===== src/rtl/noc_link_rx_buffer.sv =====
`default_nettype none
// =============================================================================
// Module   : noc_link_rx_buffer
// Purpose  : Receive end of a credit-based router link. Buffers incoming flits,
//            returns one credit per dequeued flit and presents the head flit as
//            an AXI-Stream style stream. Optional statistics: NOC_LINK_RX_STATS_EN.
// Revision : 1.0  initial release
// =============================================================================
module noc_link_rx_buffer #(
    parameter int FLIT_WIDTH        = 64,
    parameter int TID_WIDTH         = 2,
    parameter int TDEST_WIDTH       = 4,
    parameter int DEST_WIDTH        = TDEST_WIDTH + TID_WIDTH,
    parameter int FLIT_BUFFER_DEPTH = 2
) (
    input  logic                                     clk_noc,
    input  logic                                     rst_n,
    input  logic [FLIT_WIDTH-1:0]                    data_in,
    input  logic [DEST_WIDTH-1:0]                    dest_in,
    input  logic                                     is_tail_in,
    input  logic                                     send_in,
    output logic                                     credit_out,
    output logic                                     m_tvalid,
    input  logic                                     m_tready,
    output logic [FLIT_WIDTH-1:0]                    m_tdata,
    output logic                                     m_tlast,
    output logic [TID_WIDTH-1:0]                     m_tid,
    output logic [TDEST_WIDTH-1:0]                   m_tdest,
    output logic [$clog2(FLIT_BUFFER_DEPTH+1)-1:0]   occupancy,
`ifdef NOC_LINK_RX_STATS_EN
    output logic [31:0]                              pkt_count,
    output logic [31:0]                              flit_count,
    output logic [$clog2(FLIT_BUFFER_DEPTH+1)-1:0]   peak_occupancy,
`endif
    output logic                                     err_overflow,
    output logic                                     err_dest_change
);

    localparam int c_PTR_W = (FLIT_BUFFER_DEPTH > 1) ? $clog2(FLIT_BUFFER_DEPTH) : 1;
    localparam int c_OCC_W = $clog2(FLIT_BUFFER_DEPTH + 1);
    localparam int c_ENT_W = FLIT_WIDTH + DEST_WIDTH + 1;
    localparam logic [c_PTR_W-1:0] c_PTR_LAST = c_PTR_W'(FLIT_BUFFER_DEPTH - 1);
    localparam logic [c_PTR_W-1:0] c_PTR_ONE  = c_PTR_W'(1);
    localparam logic [c_OCC_W-1:0] c_OCC_FULL = c_OCC_W'(FLIT_BUFFER_DEPTH);
    localparam logic [c_OCC_W-1:0] c_OCC_ONE  = c_OCC_W'(1);

    typedef enum logic [0:0] {
        IDLE   = 1'b0,
        IN_PKT = 1'b1
    } pkt_state_t;

    logic [c_ENT_W-1:0]    mem_q [FLIT_BUFFER_DEPTH];
    logic [c_PTR_W-1:0]    wr_ptr_q, wr_ptr_d;
    logic [c_PTR_W-1:0]    rd_ptr_q, rd_ptr_d;
    logic [c_OCC_W-1:0]    occ_q, occ_d;
    logic                  credit_q, credit_d;
    logic                  err_ovf_q, err_ovf_d;
    logic                  err_dest_q, err_dest_d;
    pkt_state_t            state_q, state_d;
    logic [DEST_WIDTH-1:0] dest_lat_q, dest_lat_d;

    logic                  w_full;
    logic                  w_pop;
    logic                  w_push;
    logic [c_ENT_W-1:0]    w_head;

    assign w_full   = (occ_q == c_OCC_FULL);
    assign m_tvalid = (occ_q != '0);
    assign w_pop    = m_tvalid & m_tready;
    // A pop in the same cycle frees the head slot, so a full buffer still accepts.
    assign w_push   = send_in & (~w_full | w_pop);

    // Outputs are gated by valid so the stream reads as zero while empty.
    assign w_head   = mem_q[rd_ptr_q];
    assign m_tdata  = m_tvalid ? w_head[FLIT_WIDTH-1:0] : '0;
    assign m_tdest  = m_tvalid ? w_head[FLIT_WIDTH +: TDEST_WIDTH] : '0;
    assign m_tid    = m_tvalid ? w_head[FLIT_WIDTH+TDEST_WIDTH +: TID_WIDTH] : '0;
    assign m_tlast  = m_tvalid & w_head[c_ENT_W-1];

    assign credit_out      = credit_q;
    assign occupancy       = occ_q;
    assign err_overflow    = err_ovf_q;
    assign err_dest_change = err_dest_q;

    always_ff @(posedge clk_noc) begin
        if (w_push) begin
            mem_q[wr_ptr_q] <= {is_tail_in, dest_in, data_in};
        end
    end

    always_comb begin
        wr_ptr_d  = wr_ptr_q;
        rd_ptr_d  = rd_ptr_q;
        occ_d     = occ_q;
        credit_d  = w_pop;
        err_ovf_d = err_ovf_q | (send_in & ~w_push);
        if (w_push) begin
            wr_ptr_d = (wr_ptr_q == c_PTR_LAST) ? '0 : wr_ptr_q + c_PTR_ONE;
        end
        if (w_pop) begin
            rd_ptr_d = (rd_ptr_q == c_PTR_LAST) ? '0 : rd_ptr_q + c_PTR_ONE;
        end
        case ({w_push, w_pop})
            2'b10:   occ_d = occ_q + c_OCC_ONE;
            2'b01:   occ_d = occ_q - c_OCC_ONE;
            default: occ_d = occ_q;
        endcase
    end

    always_comb begin
        state_d    = state_q;
        dest_lat_d = dest_lat_q;
        err_dest_d = err_dest_q;
        if (w_push) begin
            case (state_q)
                IDLE: begin
                    if (!is_tail_in) begin
                        state_d    = IN_PKT;
                        dest_lat_d = dest_in;
                    end
                end
                IN_PKT: begin
                    if (dest_in != dest_lat_q) begin
                        err_dest_d = 1'b1;
                    end
                    if (is_tail_in) begin
                        state_d = IDLE;
                    end
                end
                default: state_d = IDLE;
            endcase
        end
    end

    always_ff @(posedge clk_noc or negedge rst_n) begin
        if (!rst_n) begin
            wr_ptr_q   <= '0;
            rd_ptr_q   <= '0;
            occ_q      <= '0;
            credit_q   <= 1'b0;
            err_ovf_q  <= 1'b0;
            err_dest_q <= 1'b0;
            state_q    <= IDLE;
            dest_lat_q <= '0;
        end else begin
            wr_ptr_q   <= wr_ptr_d;
            rd_ptr_q   <= rd_ptr_d;
            occ_q      <= occ_d;
            credit_q   <= credit_d;
            err_ovf_q  <= err_ovf_d;
            err_dest_q <= err_dest_d;
            state_q    <= state_d;
            dest_lat_q <= dest_lat_d;
        end
    end

`ifdef NOC_LINK_RX_STATS_EN
    logic [31:0]        pkt_cnt_q, pkt_cnt_d;
    logic [31:0]        flit_cnt_q, flit_cnt_d;
    logic [c_OCC_W-1:0] peak_q, peak_d;

    always_comb begin
        pkt_cnt_d  = pkt_cnt_q;
        flit_cnt_d = flit_cnt_q;
        peak_d     = (occ_q > peak_q) ? occ_q : peak_q;
        if (w_pop) begin
            flit_cnt_d = flit_cnt_q + 32'd1;
            if (m_tlast) begin
                pkt_cnt_d = pkt_cnt_q + 32'd1;
            end
        end
    end

    always_ff @(posedge clk_noc or negedge rst_n) begin
        if (!rst_n) begin
            pkt_cnt_q  <= '0;
            flit_cnt_q <= '0;
            peak_q     <= '0;
        end else begin
            pkt_cnt_q  <= pkt_cnt_d;
            flit_cnt_q <= flit_cnt_d;
            peak_q     <= peak_d;
        end
    end

    assign pkt_count      = pkt_cnt_q;
    assign flit_count     = flit_cnt_q;
    assign peak_occupancy = peak_q;
`endif

endmodule
`default_nettype wire


===== config.mk =====
export PLATFORM = sky130hd
export DESIGN_NAME = noc_link_rx_buffer
export DESIGN_NICKNAME = d
export VERILOG_FILES = /design/src/rtl/noc_link_rx_buffer.sv
export SDC_FILE = /design/constraint.sdc
export NUM_CORES = 1
export LEC_CHECK = 0
export ABC_CLOCK_PERIOD_IN_PS = 4500
export CAP_MARGIN = 20
export CORE_MARGIN = 4
export CORE_UTILIZATION = 44
export CTS_BUF_LIST = sky130_fd_sc_hd__clkbuf_4 sky130_fd_sc_hd__clkbuf_8 sky130_fd_sc_hd__clkbuf_16
export CTS_CLUSTER_SIZE = 30
export DETAILED_ROUTE_END_ITERATION = 10
export HOLD_SLACK_MARGIN = 0.12
export MAX_ROUTING_LAYER = met4
export PLACE_DENSITY = 0.76
export SETUP_SLACK_MARGIN = 0.3
export SLEW_MARGIN = 20
export SYNTH_ARGS = -nofsm -noshare
export SYNTH_HDL_FRONTEND = slang
export SYNTH_SLANG_ARGS = --single-unit

===== constraint.sdc =====
create_clock -name clk_noc -period 4.5 [get_ports clk_noc]
set_input_delay 0.9 -clock clk_noc [delete_from_list [all_inputs] [get_ports clk_noc]]
set_output_delay 0.9 -clock clk_noc [all_outputs]
set_load 0.1 [all_outputs]

==> metrics.csv, run 1 <==
metric,value,unit
total die area,15500,sq um
Yosys warning count,0,
most frequent cells in the layout,"edfxtp_1, clkdlybuf4s50_1, mux2i_1, nor2_1, buf_4",
"Hold Vio Cnt, Final",0,
clock buffer count from CTS,17,
unrepaired setup endpoints after global routing,false,
Max Clock Freq,0.264,GHz
GRT overflow,0,
"FFs w/ async S/R, synth",0.0897,
overall routing resource usage,0.160,
drt wl/cell,16.8,um
Die H,124,um
Fin Clk Skew,0.00452,ns
cell accounting for the most synthesized area,edfxtp_1,
HP Class,flip-flop to flip-flop,
Crit. End Element,primary output,
Post-Route WL,11800,um
share of layout cells above drive strength 1,0.155,
register area share after synthesis,0.774,
flip-flop and latch count after synthesis,156,
IO buf count,151,
Vias/cell,4.81,
initial antenna violation count,1,
setup bufs post-CTS,0,
Pins Over Slew Limit,0,
H-tree depth,4,
syn_nets,429,
Area Growth Syn to Fin,38.0,%
"EDFF count, synth",142,
# rows,42,
Final setup viols,0,
GP Congestion,0.744,
Layout Nets,590,
largest cells by area after synthesis,"edfxtp_1, mux2i_1, dfrtp_1",
part of the cycle the worst path needs,0.841,
kind of critical path,flip-flop to primary output,
CP Launch Type,flip-flop,
Worst Path Arrival,2.88,ns
maxcap violations,0,
Worst Max-Slew Pin Slew,1.02,ns
clk sinks,156,
CTS Hold Buffers Added,0,
Starting Density,0.450,
Setup TNS,0,ns
CTS Buffer Depth,2,
cell area after synthesis,5960,sq um
DR iter-0 viols,159,
DP HPWL,7770,um
fillers,1014,
Most used DFF post-synth,edfxtp_1,
CP required,3.60,ns
final critical-path required period,3.78,ns
first-pass GRT wire length,18800,um
CTS tree,yes,
vias in the first global route,3708,
post-CTS sizing,0,
CP Max Fanout,47,
Die W,124,um
relative slew slack,0.320,
first-pass iteration count of the detailed router,4,
"commonest non-fill, non-tap cell in the layout",edfxtp_1,
synth unique cells,25,
largest net degree at the start of global routing,72,
Final ANT Viol Nets,0,
Core ar.,13200,sq um
Root Buffer,clkbuf_16,
outcome,finished clean,
I/O Pins,152,
# DRC,0,
Synth top area share,0.715,
Via Count,3389,
Mean Syn Cell Area,16.8,sq um
cell count after synthesis,354,
insertion delay to the later sink of the worst-skew pair,0.41,ns
"Reg clk slew, reported paths",0.06,ns
[per-stage QoR]
| step | area [sq um] | util | hold slack, ns | instances | setup slack, ns |
|---|---|---|---|---|---|
| after detailed placement | 7610 | 0.575 | 0.474 | 672 | 1.10 |
| after global routing | 8230 | 0.622 | 0.498 | 705 | 0.583 |
| after CTS | 8230 | 0.621 | 0.487 | 704 | 0.640 |
| after global placement | 7610 | 0.575 | 0.462 | 672 | 1.11 |
| final | 8230 | 0.622 | 0.486 | 705 | 0.717 |
| after floorplan | 5970 | - | 0.479 | 354 | 0.789 |
[worst max-delay path, cell delays in order, from the launching register on]
cell and delay (ns):
dfrtp_4 0.97, mux2i_1 0.19, nor2_1 0.14, clkdlybuf4s50_1 1.15
[path summary, 6_finish.rpt]
check                                         end                     start  cells after the start  slack (ns)
setup reg to reg           mem_q[1][59]$_DFFE_PP_  occupancy[1]$_DFFE_PN0P_                      2        2.39
hold reg to reg            err_overflow$_DFF_PN0_    err_overflow$_DFF_PN0_                      1        0.49
hold / removal             err_overflow$_DFF_PN0_    err_overflow$_DFF_PN0_                      1        0.49
min in group asynchronous  err_overflow$_DFF_PN0_                     rst_n                      1        0.88
setup / recovery                      m_tdata[15]      rd_ptr_q$_DFFE_PN0P_                      3        0.72
max in group asynchronous    rd_ptr_q$_DFFE_PN0P_                     rst_n                      1        3.15
[cells in the mapped netlist (3+ instances only)]
cell type    n
mux2i_1     73
xor2_1       7
inv_1        4
dfrtp_1     14
buf_2        8
clkbuf_1     7
edfxtp_1   142
mux2_2       6
nor2_1      75
nand2_1      3
[state kept, by name (all words and copies together) (netlist names)]
signal	cells
err_overflow	1
dest_lat_q	6
credit_out	1
state_q	1
wr_ptr_q	1
mem_q	142
occupancy	2
rd_ptr_q	1
err_dest_change	1
[per-layer routing]
metal	share of wire	vias up	global-route usage
met5	0	-	-
met4	0.016	0	0.0619
met3	0.054	18	0.0523
met2	0.51	99	0.263
met1	0.42	1643	0.182
li1	-	1629	-
[area by class of cell]
cell class / count / area, sq um / share of cell area
clock buffers: 23 / 470 / 0.0572
flip-flops and latches: 156 / 4620 / 0.561
multi-input cells: 179 / 1290 / 0.157
repair buffers: 157 / 1470 / 0.179
inverters: 4 / 15.0 / 0.00182
well taps: 176 / 220 / 0.0268
diodes: 1 / 2.50 / 0.000304
clock inverters: 9 / 144 / 0.0175
[kinds of logic after synthesis]
family	after synthesis	synth area share
buffers and inverters	19	0.0136
AOI/OAI and AO/OA	5	0.00587
xor gates and xnor gates	8	0.0117
DFF	156	0.774
and+or+nand+nor	87	0.0613
muxes	79	0.134
Power of run 1 is left out: the tool's default activity adds up to more than one toggle a clock period on the data nets, which glitch-free logic cannot reach.
==> run 2: changes to the inputs <==
--- a/config.mk
+++ b/config.mk
@@ -5,7 +5,7 @@
 export SDC_FILE = /design/constraint.sdc
 export NUM_CORES = 1
 export LEC_CHECK = 0
-export ABC_CLOCK_PERIOD_IN_PS = 4500
+export ABC_CLOCK_PERIOD_IN_PS = 3090
 export CAP_MARGIN = 20
 export CORE_MARGIN = 4
 export CORE_UTILIZATION = 44
==> constraint.sdc (replaced) <==
create_clock -name clk_noc -period 3.09 [get_ports clk_noc]
set_input_delay 0.618 -clock clk_noc [delete_from_list [all_inputs] [get_ports clk_noc]]
set_output_delay 0.618 -clock clk_noc [all_outputs]
set_load 0.1 [all_outputs]
==> metrics.csv, run 2 (synthesis gave the netlist of run 1 again) <==
metric,value,unit,change
outcome,finished clean,,
Max Clock Freq,0.390,GHz,
Root Buffer,clkbuf_16,,
clk sinks,156,,unchanged
Worst Max-Slew Pin Slew,0.641,ns,-0.379 ns
# diodes,0,,-1
CP Max Fanout,72,,+53%
IO buf count,151,,unchanged
setup bufs post-CTS,0,,unchanged
DP HPWL,7690,um,-1.0%
Die W,124,um,unchanged
GP Congestion,0.779,,+4.8%
Crit. End Element,primary output,,
GRT overflow,0,,unchanged
largest net degree at the start of global routing,73,,+1.4%
overall routing resource usage,0.157,,-0.00285
"Hold Vio Cnt, Final",0,,unchanged
part of the cycle the worst path needs,0.830,,
# DRC,0,,unchanged
final critical-path required period,2.57,ns,
HP Class,flip-flop to flip-flop,,
Fin Clk Skew,0.00555,ns,+0.00103 ns
Final setup viols,0,,unchanged
clock buffer count from CTS,17,,unchanged
drt wl/cell,16.6,um,-1.2%
vias in the first global route,3679,,-0.78%
reg-to-reg startpoint,occupancy[1]$_DFFE_PN0P_,,
Final ANT Viol Nets,0,,unchanged
post-CTS sizing,0,,unchanged
Die H,124,um,unchanged
Reg with most FFs,mem_q,,
I/O Pins,152,,unchanged
unrepaired setup endpoints after global routing,false,,
# rows,42,,unchanged
first-pass iteration count of the detailed router,4,,unchanged
Starting Density,0.450,,unchanged
"commonest non-fill, non-tap cell in the layout",edfxtp_1,,
Core ar.,13200,sq um,unchanged
CP Launch Point,rd_ptr_q$_DFFE_PN0P_,,
Post-Route WL,11700,um,-1.0%
CTS Buffer Depth,2,,unchanged
kind of critical path,flip-flop to primary output,,
hold path startpoint,err_overflow$_DFF_PN0_,,
Worst Path Arrival,1.95,ns,-0.93 ns
insertion delay to the later sink of the worst-skew pair,0.41,ns,about the same
first-pass GRT wire length,18700,um,-0.51%
maxcap violations,0,,unchanged
Layout Nets,592,,+0.34%
Area Growth Syn to Fin,36.1,%,
most frequent cells in the layout,"edfxtp_1, buf_4, clkdlybuf4s50_1, mux2i_1, nor2_1",,
CTS tree,yes,,
DR iter-0 viols,227,,+43%
max reg flops,142,,unchanged
share of layout cells above drive strength 1,0.249,,+0.0938
Pins Over Slew Limit,0,,unchanged
total die area,15500,sq um,unchanged
H-tree depth,4,,unchanged
Setup TNS,0,ns,unchanged
relative slew slack,0.571,,+0.251
Vias/cell,4.85,,+0.89%
CTS Hold Buffers Added,0,,unchanged
Via Count,3424,,+1.0%
"Reg clk slew, reported paths",0.06,ns,about the same
CP required,2.47,ns,-1.13 ns
CP Launch Type,flip-flop,,
initial antenna violation count,0,,-1
==> run 2: per-stage QoR <==
step            util  std cells  hold slack (ns)  setup slack (ns)  area [sq um]
2_1_floorplan      -        354            0.322            0.0174          5980
3_3_place_gp   0.571        674            0.474             0.623          7560
3_5_place_dp   0.571        674            0.506             0.575          7560
4_1_cts        0.613        706            0.535             0.518          8120
5_1_grt        0.613        706            0.552             0.450          8120
6_report       0.613        706            0.528             0.525          8120
==> run 2: path summary, 6_finish.rpt <==
kind	slack, ns	to	cells past startpoint
worst max register to register	1.16	mem_q[1][12]$_DFFE_PP_	3
max in group asynchronous	2.00	rd_ptr_q$_DFFE_PN0P_	1
worst max-delay path	0.52	m_tdata[46]	4
worst min register to register	0.53	err_overflow$_DFF_PN0_	1
worst min-delay path	0.53	err_overflow$_DFF_PN0_	1
min in group asynchronous	0.61	dest_lat_q[1]$_DFFE_PN0P_	1
==> run 2: worst max-delay path: stages, from the launching register on <==
cell	delay (ns)
dfrtp_4	0.41
buf_12	0.40
mux2i_1	0.15
nor2_1	0.18
buf_4	0.32
==> run 2: area by class of cell <==
cell class                 instances  area, sq um
clock buffer                      21          468
clock inverter                    11         87.6
fill                            1008         5130
inverter                           4         15.0
multi-input combinational        179         1290
sequential                       156         4620
tap                              176          220
timing repair buffer             159         1420
==> run 2: per-layer routing <==
metal / share of wire / vias to the layer above / global-route usage / wire length, um
met4: 0.019 / 0 / 0.0638 / 223
met3: 0.048 / 20 / 0.0403 / 558
li1: - / 1633 / - / -
met1: 0.43 / 1645 / 0.191 / 5030
met2: 0.50 / 126 / 0.251 / 5910
met5: 0 / - / - / 0
Power of run 2 is left out for the same reason.
